## src/rtl/tx_info_pkg.sv

```systemverilog
// Shared constants, field/state encodings and checksum helper for the info-frame builder.
// crc8_byte is compiled only when TX_INFO_FRM_CRC8_EN is defined.
package tx_info_pkg;

    localparam logic [7:0] HDR0_DEF  = 8'hA5;
    localparam logic [7:0] HDR1_DEF  = 8'h5A;
    localparam logic [7:0] CRC8_POLY = 8'h07;

    typedef enum logic [2:0] {F_HDR0, F_HDR1, F_LEN, F_PAY, F_CHK} field_t;
    typedef enum logic [2:0] {S_IDLE, S_FIRE, S_WAIT, S_GAP, S_DONE} state_t;

`ifdef TX_INFO_FRM_CRC8_EN
    // MSB-first CRC-8, one full byte per call.
    function automatic logic [7:0] crc8_byte(input logic [7:0] crc, input logic [7:0] data);
        logic [7:0] c;
        c = crc ^ data;
        for (int i = 0; i < 8; i++)
            c = c[7] ? ((c << 1) ^ CRC8_POLY) : (c << 1);
        return c;
    endfunction
`endif

endpackage

```

## src/rtl/tx_info_fifo.sv

```systemverilog
// Synchronous DEPTHx8 payload FIFO; head byte is visible on rd_data before it is popped.
module tx_info_fifo #(
    parameter int DEPTH = 16
) (
    input  logic                       clk_sys,
    input  logic                       rst_n,
    input  logic                       wr,
    input  logic [7:0]                 wr_data,
    input  logic                       rd,
    output logic [7:0]                 rd_data,
    output logic                       full,
    output logic                       empty,
    output logic [$clog2(DEPTH):0]     count
);

    localparam int AW = $clog2(DEPTH);

    logic [7:0]    mem [DEPTH];
    logic [AW-1:0] wr_ptr, rd_ptr;
    logic          do_wr, do_rd;

    assign full    = (count == (AW+1)'(DEPTH));
    assign empty   = (count == '0);
    assign do_wr   = wr && !full;
    assign do_rd   = rd && !empty;
    assign rd_data = mem[rd_ptr];

    always_ff @(posedge clk_sys)
        if (do_wr) mem[wr_ptr] <= wr_data;

    // Pointers wrap naturally because DEPTH is a power of two.
    always_ff @(posedge clk_sys or negedge rst_n) begin
        if (!rst_n) begin
            wr_ptr <= '0;
            rd_ptr <= '0;
            count  <= '0;
        end else begin
            if (do_wr) wr_ptr <= wr_ptr + 1'b1;
            if (do_rd) rd_ptr <= rd_ptr + 1'b1;
            case ({do_wr, do_rd})
                2'b10:   count <= count + 1'b1;
                2'b01:   count <= count - 1'b1;
                default: ;
            endcase
        end
    end

endmodule

```

## src/rtl/tx_info_frm.sv

```systemverilog
// Info-frame builder: HDR0, HDR1, LEN, payload, CHK to a byte-serial PHY, one byte per fire/done.
// Define TX_INFO_FRM_CRC8_EN to make CHK a CRC-8 instead of the additive sum.
module tx_info_frm
    import tx_info_pkg::*;
#(
    parameter int         DEPTH   = 16,
    parameter logic [7:0] HDR0    = HDR0_DEF,
    parameter logic [7:0] HDR1    = HDR1_DEF,
    parameter int         GAP_CYC = 0
) (
    input  logic       clk_sys,
    input  logic       rst_n,
    input  logic       wr_en,
    input  logic [7:0] wr_data,
    output logic       full,
    input  logic       start_frm,
    output logic       busy,
    output logic       frm_done,
    output logic       wr_err,
    output logic       fire_tx,
    output logic [7:0] data_tx,
    input  logic       done_tx
);

    localparam int AW = $clog2(DEPTH);

    state_t        state, state_nxt;
    field_t        fld, fld_nxt;
    logic [7:0]    len, pcnt, pcnt_nxt, chk, gap_cnt, byte_nxt, head;
    logic [AW:0]   count;
    logic          empty, start_acc, wr_acc, pop;

    function automatic logic [7:0] chk_next(input logic [7:0] c, input logic [7:0] d);
`ifdef TX_INFO_FRM_CRC8_EN
        return crc8_byte(c, d);
`else
        return c + d;
`endif
    endfunction

    assign busy      = (state != S_IDLE);
    assign fire_tx   = (state == S_FIRE);
    assign frm_done  = (state == S_DONE);
    assign start_acc = start_frm && !busy;
    assign wr_acc    = wr_en && !busy && !full && !start_frm;
    assign pop       = fire_tx && (fld == F_PAY) && !empty;

    tx_info_fifo #(.DEPTH(DEPTH)) u_fifo (
        .clk_sys (clk_sys),
        .rst_n   (rst_n),
        .wr      (wr_acc),
        .wr_data (wr_data),
        .rd      (pop),
        .rd_data (head),
        .full    (full),
        .empty   (empty),
        .count   (count)
    );

    always_comb begin
        state_nxt = state;
        fld_nxt   = fld;
        pcnt_nxt  = pcnt;
        case (state)
            S_IDLE: if (start_acc) begin
                state_nxt = S_FIRE;
                fld_nxt   = F_HDR0;
                pcnt_nxt  = '0;
            end
            S_FIRE: begin
                state_nxt = S_WAIT;
                if (fld == F_PAY) pcnt_nxt = pcnt + 1'b1;
            end
            S_WAIT: if (done_tx) begin
                if (fld == F_CHK) begin
                    state_nxt = S_DONE;
                end else begin
                    state_nxt = (GAP_CYC == 0) ? S_FIRE : S_GAP;
                    case (fld)
                        F_HDR0:  fld_nxt = F_HDR1;
                        F_HDR1:  fld_nxt = F_LEN;
                        F_LEN:   fld_nxt = (len == '0) ? F_CHK : F_PAY;
                        default: fld_nxt = (pcnt == len) ? F_CHK : F_PAY;
                    endcase
                end
            end
            S_GAP:  if (gap_cnt == 8'(GAP_CYC - 1)) state_nxt = S_FIRE;
            S_DONE: state_nxt = S_IDLE;
            default: state_nxt = S_IDLE;
        endcase
    end

    // Byte for the field about to be fired; chk is already final by the time CHK is reached.
    always_comb begin
        byte_nxt = '0;
        case (fld_nxt)
            F_HDR0:  byte_nxt = HDR0;
            F_HDR1:  byte_nxt = HDR1;
            F_LEN:   byte_nxt = len;
            F_PAY:   byte_nxt = head;
            F_CHK:   byte_nxt = chk;
            default: byte_nxt = '0;
        endcase
    end

    always_ff @(posedge clk_sys or negedge rst_n) begin
        if (!rst_n) begin
            state   <= S_IDLE;
            fld     <= F_HDR0;
            pcnt    <= '0;
            len     <= '0;
            chk     <= '0;
            gap_cnt <= '0;
            data_tx <= '0;
            wr_err  <= 1'b0;
        end else begin
            state   <= state_nxt;
            fld     <= fld_nxt;
            pcnt    <= pcnt_nxt;
            gap_cnt <= (state == S_GAP) ? gap_cnt + 1'b1 : '0;
            if (start_acc) begin
                len    <= 8'(count);
                chk    <= '0;
                wr_err <= 1'b0;
            end
            if (wr_en && !wr_acc) wr_err <= 1'b1;
            if (fire_tx && (fld == F_LEN || fld == F_PAY))
                chk <= chk_next(chk, data_tx);
            if (state_nxt == S_FIRE) data_tx <= byte_nxt;
        end
    end

endmodule

```

## config.mk

```make
export PLATFORM = sky130hd
export DESIGN_NAME = tx_info_frm
export DESIGN_NICKNAME = d
export VERILOG_FILES = /design/src/rtl/tx_info_pkg.sv /design/src/rtl/tx_info_fifo.sv /design/src/rtl/tx_info_frm.sv
export SDC_FILE = /design/constraint.sdc
export NUM_CORES = 1
export LEC_CHECK = 0
export ABC_AREA = 1
export BUFFER_PORTS_ARGS = -buffer_cell sky130_fd_sc_hd__buf_2
export CAP_MARGIN = 20
export CORE_UTILIZATION = 25
export CTS_CLUSTER_SIZE = 12
export DETAILED_ROUTE_END_ITERATION = 10
export SYNTH_ARGS = -nofsm -noshare
export SYNTH_HDL_FRONTEND = slang
export SYNTH_SLANG_ARGS = --single-unit
```

## constraint.sdc

```tcl
create_clock -name clk_sys -period 3.4 [get_ports clk_sys]
set_input_delay 0.51 -clock clk_sys [delete_from_list [all_inputs] [get_ports clk_sys]]
set_output_delay 0.51 -clock clk_sys [all_outputs]
set_load 0.05 [all_outputs]
```

Word level (Yosys, flattened, before mapping)
Memories as Yosys holds them, arrays and structs flattened.
Cells that the tools add are included.
Word-level totals
  input bits: 13
  flip-flop bits (word level): 57
  memories kept: 1
  bits in latches: 0
  logic and storage cells: 89
  memory bits (writable): 128
  output and inout port bits: 13
  bits in read-only memories: 0
Operators by class
  reductions and logical operators: 27
  divide/modulo/power cells: 0
  add/sub/neg operators: 7
  bitwise operators: 0
  equality and inequality tests: 20
  shift-type cells: 0
  multiplexer cells: 23
  multipliers: 0
  $lt $le $gt $ge: 0
Memories
  u_fifo.mem: words 16, width 8, rd ports 1, clocked after memory_dff 0, write ports 1, line tx_info_fifo.sv:18  | logic [7:0] mem [DEPTH];
Operators with widths (number)
  one-hot mux 8 bit (5 select lines): 1
  two-way mux 8 bit: 4
  two-way mux 3 bit: 9
  == test 3 x 2 -> 1 bit (second input constant): 6
  adder 8 x 1 -> 8 bit (second input constant): 2
  one-hot mux 8 bit (2 select lines): 1
  == test 3 x 1 -> 1 bit (second input constant): 4
  one-hot mux 3 bit (4 select lines): 1
  logical AND 1 bit: 10
  one-hot mux 5 bit (2 select lines): 1
  == test 3 bit (second input constant): 3
  zero test 3 bit: 3
  one-hot mux 3 bit (3 select lines): 1
  adder 4 x 1 -> 4 bit (second input constant): 2
  adder 8 bit: 1
  == test 8 x 5 -> 1 bit: 1
  == test 8 bit (second input constant): 1
  zero test 8 bit: 1
  nonzero test 2 bit: 4
  one-hot mux 3 bit (2 select lines): 1
  adder 5 x 1 -> 5 bit (second input constant): 1
  == test 5 bit (second input constant): 1
  zero test 1 bit: 5
  zero test 5 bit: 1
  9 further kinds: 12

Logic depth before layout (Yosys ltp)
Gate-level depths: netlist (run 1).
  word-level depth: 8
  gate-level depth with buffers: 16
  depth with buffers taken out: 16

By module
From an unflattened synthesis (run 1), not the netlist that was laid out.
Unflattened totals
  cells, all modules: 948
  area, all modules: 8732.1 um^2
By module, submodules not included
  tx_info_fifo: area each 6231.0 um^2, seq. area each 4169.0 um^2, cells each 621, instances 1
  tx_info_frm: area each 2501.1 um^2, seq. area each 1101.1 um^2, cells each 327, instances 1

Worst setup path after synthesis (run 1)
OpenSTA, ideal clock, no wires.
  kind: flip-flop to flip-flop
  start point: reg state[2]
  end point: reg u_fifo.count[4]
  data required time: 3.321 ns
  slack: 0.815 ns
  library setup time: 0.079 ns
  clock period less this slack: 2.585 ns
  stages on the path, launching flop included: 17
  buffers on the path: 0
  arrival: 2.506 ns
  cells stage by stage: dfrtp_1 -> inv_1 -> nand3_2 -> inv_2 -> nand3_2 -> nor2_2 -> o21ai_0 -> inv_1 -> ha_1 -> inv_1 -> fa_1 -> nor2_1 -> a211oi_1 -> nand2_1 -> nand2_1 -> nor2_1 -> xor2_1
Between the ends
  elaborated cells on any way between the ends: 14
  classes of those cells: eq/ne: 3; mux: 1; reduce/logical: 10
RTL lines
  from (decl): line tx_info_frm.sv:27  | state_t state, state_nxt;
  from (signal assigned): line tx_info_frm.sv:117  | state <= state_nxt;
  == test 3 x 1 -> 1 bit *: line tx_info_frm.sv:42  | assign fire_tx = (state == S_FIRE);
  named net fire_tx: line tx_info_frm.sv:20  | output logic fire_tx,
  logical AND 1 bit * (2 in a row): line tx_info_frm.sv:46  | assign pop = fire_tx && (fld == F_PAY) && !empty;
  logical AND 1 bit *: line tx_info_fifo.sv:25  | assign do_rd = rd && !empty;
  named net u_fifo.do_rd: line tx_info_fifo.sv:20  | logic do_wr, do_rd;
  == test 2 x 1 -> 1 bit / == test 2 bit (equally long branches): line tx_info_fifo.sv:40  | case ({do_wr, do_rd})
  one-hot mux 5 bit (2 select lines) / nonzero test 2 bit (equally long branches)
  to (signal assigned): line tx_info_fifo.sv:41  | 2'b10: count <= count + 1'b1;
  to (signal assigned): line tx_info_fifo.sv:42  | 2'b01: count <= count - 1'b1;
  to (decl): line tx_info_fifo.sv:13  | output logic [$clog2(DEPTH):0] count
Mark *: on every way through the listed nets, which the timed path passes. The rest lies on a longest branch.
A chain may end at the register's enable or synchronous reset.

Worst setup path in the final report (run 1)
  start point: reg state[2]
  end point: reg u_fifo.count[4]
Between the ends
  elaborated cells on any way between the ends: 14
  classes of those cells: eq/ne: 3; mux: 1; reduce/logical: 10
RTL lines (line)
  == test 3 x 1 -> 1 bit *: tx_info_frm.sv:42
  logical AND 1 bit * (2 in a row): tx_info_frm.sv:46
  logical AND 1 bit *: tx_info_fifo.sv:25
  named net u_fifo.do_rd: tx_info_fifo.sv:20
  == test 2 x 1 -> 1 bit / == test 2 bit (equally long branches): tx_info_fifo.sv:40
  one-hot mux 5 bit (2 select lines) / nonzero test 2 bit (equally long branches)
Marks and branches as above.

==> impl_metrics.json, run 1 <==
{
  "status": "completed",
  "fp-row-count": 66,
  "die_y_microns": 185,
  "hold_class": "input pin to async pin",
  "antenna_found_initial": 0,
  "cts_hold_buf": 0,
  "drive_above_1_share_pct": 12.0,
  "insertion_delay_ns": 0.44,
  "dpl_cell_area_sq_um": 9070,
  "syn-num-nets": 847,
  "crit_path_frequent_cell": "inv_1",
  "cts_inserted_buffers": 17,
  "utilization_pct": 29.3,
  "cts.clk_slew.worst_paths_ns": 0.07,
  "track_usage_pct": 11.7,
  "avgSynthCellArea_sq_um": 10.3,
  "worstPathMaxFanout": 12,
  "wl_per_cell_microns": 14.7,
  "fmaxAchievable_mhz": 345,
  "cts_tree": "yes",
  "initial_core_util_pct": 25.6,
  "cts_root_buf": "clkbuf_16",
  "vias_per_cell": 4.39,
  "cpPeakStageDelay_ns": 0.43,
  "rsz0062_at_grt": "no",
  "final_antenna_net_count": 0,
  "antennaDiodeCount": 0,
  "slowest_stage": "dfrtp_1",
  "core_area_sq_um": 32800,
  "slew_viol_final": 0,
  "min_period_ns": 2.90,
  "peakVddDrop_v": 0.000390,
  "drtPass1Iterations": 5,
  "cts-resized-gates": 0,
  "fin_worst_skew_ns": 0.00914,
  "path_class": "flop to flop",
  "grt_pass1_vias": 5619,
  "yosysWarnings": 0,
  "syn_area_sq_um": 8390,
  "grt_pass1_wl_microns": 30100,
  "arrival_ns": 3.26,
  "grt_overflow": 0,
  "cts_sinks": 185,
  "synth_enable_flop_cells": 128,
  "relSlewSlack_pct": 43.9,
  "dpl.hpwl_microns": 12400,
  "required_ns": 3.77,
  "design_area_sq_um": 9590,
  "fp.dieW_microns": 185,
  "area_growth_pct": 14.4,
  "cp-start-kind": "flop",
  "syn_inst": 814,
  "fin_crit_sh_pct": 85.2,
  "clockBufferDepth": 2,
  "io_pins": 26,
  "drt-total-wl_microns": 19100,
  "synth-main-ff-cell": "edfxtp_1",
  "synth-async-reset-ratio_pct": 30.8,
  "io_buffers": 25,
  "cap_violations": 0,
  "dieArea_sq_um": 34300,
  "setup-violations-final": 0,
  "layout_common_cells": "nand2_1 (227), edfxtp_1 (128), nand3_1 (101), nor2_1 (59), dfrtp_1 (56)",
  "post_cts_buffers": 0,
  "h-tree-depth": 4,
  "fin_setup_tns_ns": 0,
  "synth-seq-cells": 185,
  "p_leak_nw": 3.85,
  "timing.hold.ws_ns": 0.173,
  "powerDensity_nw_per_um2": 761,
  "place.gp.congestion": 0.826,
  "critPathCaptureType": "flop",
  "worst_slew_pin_slew_ns": 0.841,
  "vias": 5726,
  "finalNetCount": 882,
  "r2r_slack_ns": 0.50,
  "grt_start_max_net_pins": 67,
  "hold_violations": 0,
  "drc": 0,
  "cp_cell_sequence": "inv_1 > nand3_2 > inv_2 > nand3_2 > nor2_2 > o21ai_0 > inv_1 > ha_1 > inv_1 > fa_1 > nor2_1 > a211oi_1 > nand2_1 > nand2_1 > nor2_1 > xor2_1",
  "seq_area_frac_synth_pct": 62.8,
  "drt_iter0_drc": 350,
  "final_common_cell": "nand2_1",
  "synth_cell_types": 44
}
-- power by group --
| part | total [mW] | switching [mW] | internal [mW] |
|---|---|---|---|
| registers | 2.92 | 0.256 | 2.67 |
| clock network | 1.81 | 0.874 | 0.938 |
| logic | 2.56 | 1.77 | 0.789 |
-- critical path: cells and delay by family (launching register included) --
kind	cells	cell delay, ns
XOR/XNOR	1	0.15
AO/OA/AOI/OAI	2	0.25
buffers and inverters	4	0.45
AND/OR/NAND/NOR	7	0.91
adder cells (fa/ha/maj)	2	0.64
flip-flops	1	0.43
-- logic make-up (layout without fill, tap and decap cells) --
group,Yosys count,count (layout),share of synthesized area (%)
compound gates,88,88,6.16
xor+xnor,14,14,1.46
fa+ha+maj,20,20,3.16
buf+inv,82,129,4.10
flops,185,185,62.8
simple gates,425,425,22.3
-- synthesized netlist by cell type (2+ instances only) --
cell type / number / area, sq um
a21oi_1: 23 / 115
a31oi_1: 4 / 25.0
a32o_1: 8 / 80.1
and3_1: 2 / 12.5
buf_1: 2 / 7.51
buf_2: 17 / 85.1
clkbuf_1: 7 / 26.3
dfrtp_1: 57 / 1430
edfxtp_1: 128 / 3840
fa_1: 2 / 40.0
ha_1: 18 / 225
inv_1: 45 / 169
inv_2: 8 / 30.0
nand2_1: 227 / 852
nand2_2: 3 / 18.8
nand2_4: 2 / 22.5
nand3_1: 101 / 505
nand3_2: 4 / 40.0
nand4_1: 4 / 25.0
nor2_1: 59 / 221
nor2_2: 8 / 50.1
nor3_1: 7 / 35.0
nor3b_1: 2 / 15.0
o21a_1: 3 / 22.5
o21ai_0: 39 / 195
o22ai_1: 4 / 25.0
xnor2_1: 3 / 26.3
xor2_1: 11 / 96.3
-- area by class of cell --
type / instances / area, sq um
Timing Repair Buffer: 44 / 268
Clock buffer: 18 / 429
Clock inverter: 13 / 97.6
Inverter: 54 / 203
Tap cell: 442 / 553
Sequential cell: 185 / 5270
Multi-Input combinational cell: 547 / 2770
Fill cell: 3376 / 23200
-- routing by layer --
| layer | part of all wire, % | global-route usage, % | vias up |
|---|---|---|---|
| met2 | 50 | 20.5 | 93 |
| met3 | 2.6 | 1.83 | 26 |
| met5 | 0 | 0 | - |
| met1 | 45 | 14.4 | 2756 |
| li1 | - | - | 2851 |
| met4 | 2.0 | 4.43 | 0 |
-- final timing paths --
path,from,end,depth (start not counted)
worst min-delay path,rst_n,data_tx[3],1
worst min register to register,gap_cnt[0],gap_cnt[0],1
worst max-delay path,state[2],u_fifo.count[4],16
min in group clk_sys,wr_en,wr_err,2
worst max register to register,state[2],u_fifo.count[4],16
max in group asynchronous,rst_n,gap_cnt[6],2
-- stage by stage --
step | power (mW) | setup slack [ns] | cells
finish | 7.30 | 0.504 | 1303
global route | 7.78 | 0.239 | 1303
CTS | 7.37 | 0.497 | 1303
detailed placement | 5.56 | 0.512 | 1272
global placement | 5.53 | 0.601 | 1272
floorplan | 4.84 | 0.815 | 814
-- flip-flops by register name (all words and copies together) (netlist names) --
name,count
chk,8
data_tx,8
fld,3
gap_cnt,8
len,5
pcnt,8
state,3
u_fifo.count,5
u_fifo.mem,128
u_fifo.rd_ptr,4
u_fifo.wr_ptr,4
wr_err,1
(Power assumes the default switching activity.)
==> inputs of run 2 (changes only) <==
==> constraint.sdc (replaced) <==
create_clock -name clk_sys -period 3.3 [get_ports clk_sys]
set_input_delay 0.495 -clock clk_sys [delete_from_list [all_inputs] [get_ports clk_sys]]
set_output_delay 0.495 -clock clk_sys [all_outputs]
set_load 0.05 [all_outputs]
==> impl_metrics.json, run 2 (same netlist as run 1, synthesis figures left out) <==
{
  "status": "completed",
  "cp_cell_sequence": "inv_1 > nand3_2 > inv_2 > nand3_2 > nor2_2 > o21ai_0 > inv_1 > ha_1 > inv_1 > fa_1 > nor2_1 > a211oi_1 > nand2_1 > nand2_1 > nor2_1 > xor2_1",
  "busiest_layer": "met2",
  "rr_startpoint": "state[2]",
  "grtUsageMet2_pct": 20.3,
  "grt_start_max_net_pins": 67,
  "grtUsageMet1_pct": 14.9,
  "use_met3_pct": 1.55,
  "crit_path_frequent_cell": "inv_1",
  "arrival_ns": 3.27,
  "rsz0062_at_grt": "no",
  "relSlewSlack_pct": 49.3,
  "largest_reg_flops": 128,
  "cap_violations": 0,
  "utilization_pct": 29.6,
  "drt-total-wl_microns": 19200,
  "min_period_ns": 2.91,
  "critPathCaptureType": "flop",
  "dieArea_sq_um": 34300,
  "peakVddDrop_v": 0.000357,
  "h-tree-depth": 4,
  "r2r_slack_ns": 0.39,
  "p_leak_nw": 3.91,
  "fp.dieW_microns": 185,
  "multi_input_area_sq_um": 2770,
  "seq_area_sq_um": 5270,
  "place.gp.congestion": 0.847,
  "swShare_pct": 40.2,
  "power_switching_mw": 3.08,
  "io_buffers": 25,
  "die_y_microns": 185,
  "drtPass1Iterations": 7,
  "hold_class": "input pin to async pin",
  "worstPathMaxFanout": 12,
  "top_register": "u_fifo.mem",
  "critPathTopFamily": "simple AND/OR/NAND/NOR gates",
  "clkPwrFrac_pct": 25.9,
  "vias_per_cell": 4.41,
  "power_frac_comb_pct": 34.9,
  "initial_core_util_pct": 25.6,
  "drt_iter0_drc": 449,
  "setup-violations-final": 0,
  "dpl.hpwl_microns": 12500,
  "grt_pass1_wl_microns": 30600,
  "antennaDiodeCount": 0,
  "cpPeakStageDelay_ns": 0.43,
  "finalNetCount": 888,
  "fmaxAchievable_mhz": 343,
  "hold_violations": 0,
  "cp_num_cells": 16,
  "fin_setup_tns_ns": 0,
  "drc": 0,
  "grt_overflow": 0,
  "reg2reg_depth": 16,
  "layout_common_cells": "nand2_1 (227), edfxtp_1 (128), nand3_1 (101), nor2_1 (59), dfrtp_1 (56)",
  "area_growth_pct": 15.7,
  "path_class": "flop to flop",
  "io_pins": 26,
  "slew_viol_final": 0,
  "post_cts_buffers": 0,
  "drive_above_1_share_pct": 13.1,
  "powerDensity_nw_per_um2": 790,
  "fp-row-count": 66,
  "cts_hold_buf": 0,
  "fin_crit_sh_pct": 88.2,
  "insertion_delay_ns": 0.44,
  "nFillCells": 3394,
  "final_antenna_net_count": 0,
  "cts.clk_slew.worst_paths_ns": 0.07,
  "power.total_mw": 7.66,
  "grt_pass1_vias": 5574,
  "fin_worst_skew_ns": 0.0134,
  "intPower_mw": 4.59,
  "p_seq_share_pct": 39.3,
  "slowest_stage": "dfrtp_1",
  "cts-resized-gates": 0,
  "cp-start-kind": "flop",
  "cts_sinks": 185,
  "cp_num_buf_inv": 4,
  "cts_inserted_buffers": 17,
  "wl_per_cell_microns": 14.7,
  "core_area_sq_um": 32800,
  "final_common_cell": "nand2_1",
  "required_ns": 3.66,
  "cts_tree": "yes",
  "cts_root_buf": "clkbuf_16",
  "timing.rr.end": "u_fifo.count[4]",
  "vias": 5778,
  "antenna_found_initial": 0,
  "track_usage_pct": 11.8,
  "clockBufferDepth": 2,
  "worst_slew_pin_slew_ns": 0.760
}
run 2: cell types whose count changed in the layout (fill, tap and decap cells not counted), moves of 2 or more:
cell / delta
buf_4: +5
clkinv_4: +3
clkinv_1: -3
clkinv_8: +2
run 2: final cells by class:
class	instances	share of cell area (%)
Multi-Input combinational cell	547	28.6
Inverter	54	2.09
Sequential cell	185	54.3
Tap cell	442	5.70
Timing Repair Buffer	50	3.35
Clock inverter	15	1.57
Clock buffer	17	4.38
run 2: routing by layer:
layer  share of wire, %  wire (microns)
met3                2.2             423
met2                 50            9640
met5                  0               0
met1                 46            8790
met4                2.0             379
run 2: per-stage QoR:
stage	cell area, sq um	hold WS, ns	setup slack [ns]	cells
2_1_floorplan	8390	0.199	0.715	814
3_3_place_gp	9130	0.444	0.518	1278
3_5_place_dp	9130	0.458	0.392	1278
4_1_cts	9700	0.245	0.376	1310
5_1_grt	9700	0.294	0.0440	1310
6_report	9700	0.213	0.388	1310
run 2: how the worst max path moves through the flow:
stage	from	endpoint
2_1_floorplan	state[2]	u_fifo.count[4]
3_3_place_gp	state[2]	u_fifo.count[4]
3_5_place_dp	state[2]	u_fifo.count[4]
4_1_cts	state[2]	u_fifo.count[4]
5_1_grt	state[2]	u_fifo.count[4]
6_report	state[2]	u_fifo.count[4]
run 2: power groups by stage:
stage,Clock (mW),Sequential [mW],Combinational [mW]
floorplan,0,3.14,1.85
global placement,0,3.05,2.66
global route,2.11,3.06,3.00
detailed placement,0,3.06,2.70
finish,1.98,3.01,2.67
CTS,2.03,3.01,2.71
==> inputs of run 3 (changes only) <==
==> constraint.sdc (replaced) <==
create_clock -name clk_sys -period 3.3 [get_ports clk_sys]
set_input_delay 0.66 -clock clk_sys [delete_from_list [all_inputs] [get_ports clk_sys]]
set_output_delay 0.66 -clock clk_sys [all_outputs]
set_load 0.05 [all_outputs]
==> impl_metrics.json, run 3 (same netlist as run 1, synthesis figures left out) <==
{
  "status": "completed",
  "clockBufferDepth": 2,
  "place.gp.congestion": 0.835,
  "drt-total-wl_microns": 19200,
  "grt_overflow": 0,
  "grt_start_max_net_pins": 36,
  "hold_class": "input pin to async pin",
  "drt_iter0_drc": 305,
  "timing.hold.ws_ns": 0.306,
  "drive_above_1_share_pct": 12.6,
  "arrival_ns": 3.25,
  "finalNetCount": 884,
  "drc": 0,
  "place_ws_ns": 0.388,
  "final_common_cell": "nand2_1",
  "slew_viol_final": 0,
  "r2r_slack_ns": 0.41,
  "dieArea_sq_um": 34300,
  "fp-row-count": 66,
  "layout_common_cells": "nand2_1 (227), edfxtp_1 (128), nand3_1 (101), nor2_1 (59), dfrtp_1 (56)",
  "nFillCells": 3379,
  "cp-start-kind": "flop",
  "post_cts_buffers": 0,
  "fin_crit_sh_pct": 87.5,
  "finalNonFillerCells": 1306,
  "vias_per_cell": 4.44,
  "track_usage_pct": 11.8,
  "path_class": "flop to flop",
  "critPathCaptureType": "flop",
  "power.total_mw": 7.71,
  "relSlewSlack_pct": 44.4,
  "cts_sinks": 185,
  "cts.clk_slew.worst_paths_ns": 0.07,
  "cts_inserted_buffers": 17,
  "fin_worst_skew_ns": 0.0109,
  "grt_pass1_wl_microns": 30700,
  "required_ns": 3.66,
  "p_leak_nw": 3.90,
  "cts_hold_buf": 0,
  "utilization_pct": 29.5,
  "h-tree-depth": 4,
  "vias": 5798,
  "worst_slew_pin_slew_ns": 0.831,
  "drtPass1Iterations": 5,
  "multi_input_area_sq_um": 2770,
  "cap_violations": 0,
  "peakVddDrop_v": 0.000295,
  "core_area_sq_um": 32800,
  "antenna_found_initial": 0,
  "design_area_sq_um": 9670,
  "top_register": "u_fifo.mem",
  "largest_reg_flops": 128,
  "wl_per_cell_microns": 14.7,
  "worstPathMaxFanout": 12,
  "hold_violations": 0,
  "min_period_ns": 2.89,
  "area_growth_pct": 15.4,
  "seq_area_sq_um": 5270,
  "fp.dieW_microns": 185,
  "rsz0062_at_grt": "no",
  "die_y_microns": 185,
  "cts_tree": "yes",
  "io_buffers": 25,
  "initial_core_util_pct": 25.6,
  "dpl.cell_count": 1274,
  "cts_root_buf": "clkbuf_16",
  "final_antenna_net_count": 0,
  "setup_ws_ns": 0.411,
  "antennaDiodeCount": 0,
  "dpl_cell_area_sq_um": 9080,
  "grt_pass1_vias": 5736,
  "fin_setup_tns_ns": 0,
  "dpl.hpwl_microns": 12700,
  "insertion_delay_ns": 0.44,
  "cts-resized-gates": 0,
  "powerDensity_nw_per_um2": 797,
  "setup-violations-final": 0,
  "io_pins": 26,
  "fmaxAchievable_mhz": 346
}
-- run 3: worst max-delay path: stages (launching register included) --
cell and delay, ns:
dfrtp_1 0.43, inv_1 0.11, nand3_2 0.11, inv_2 0.08, nand3_2 0.21, nor2_2 0.24
o21ai_0 0.18, inv_1 0.17, ha_1 0.25, inv_1 0.11, fa_1 0.40, nor2_1 0.12
a211oi_1 0.06, nand2_1 0.07, nand2_1 0.04, nor2_1 0.10, xor2_1 0.14
-- run 3: area by class of cell --
cell class	count	area share, %
flip-flops and latches	185	54.5
multi-input cells	547	28.7
well taps	442	5.72
clock buffers	17	4.40
repair buffers	46	2.92
inverters	54	2.10
clock inverters	15	1.72
-- run 3: worst paths after layout --
| kind | cells after the start | from | endpoint |
|---|---|---|---|
| max in group asynchronous | 2 | rst_n | u_fifo.rd_ptr[0] |
| setup reg to reg | 16 | state[2] | u_fifo.count[4] |
| hold / removal | 1 | rst_n | data_tx[3] |
| setup / recovery | 16 | state[2] | u_fifo.count[4] |
| min in group clk_sys | 1 | gap_cnt[0] | gap_cnt[0] |
| hold reg to reg | 1 | gap_cnt[0] | gap_cnt[0] |
-- run 3: power breakdown --
group / internal (mW) / leakage [nW] / switching, mW / total [mW]
clock network: 1.13 / 0.291 / 0.926 / 2.06
registers: 2.75 / 1.89 / 0.329 / 3.08
logic: 0.809 / 1.71 / 1.76 / 2.57
-- run 3: metal layers --
metal  vias up  GRT usage, %  part of all wire (%)
met5         -             0                     0
met4         0          4.93                   2.1
met2        90          20.5                    51
met3        22          2.06                   2.8
li1       2865             -                     -
met1      2821          14.4                    44
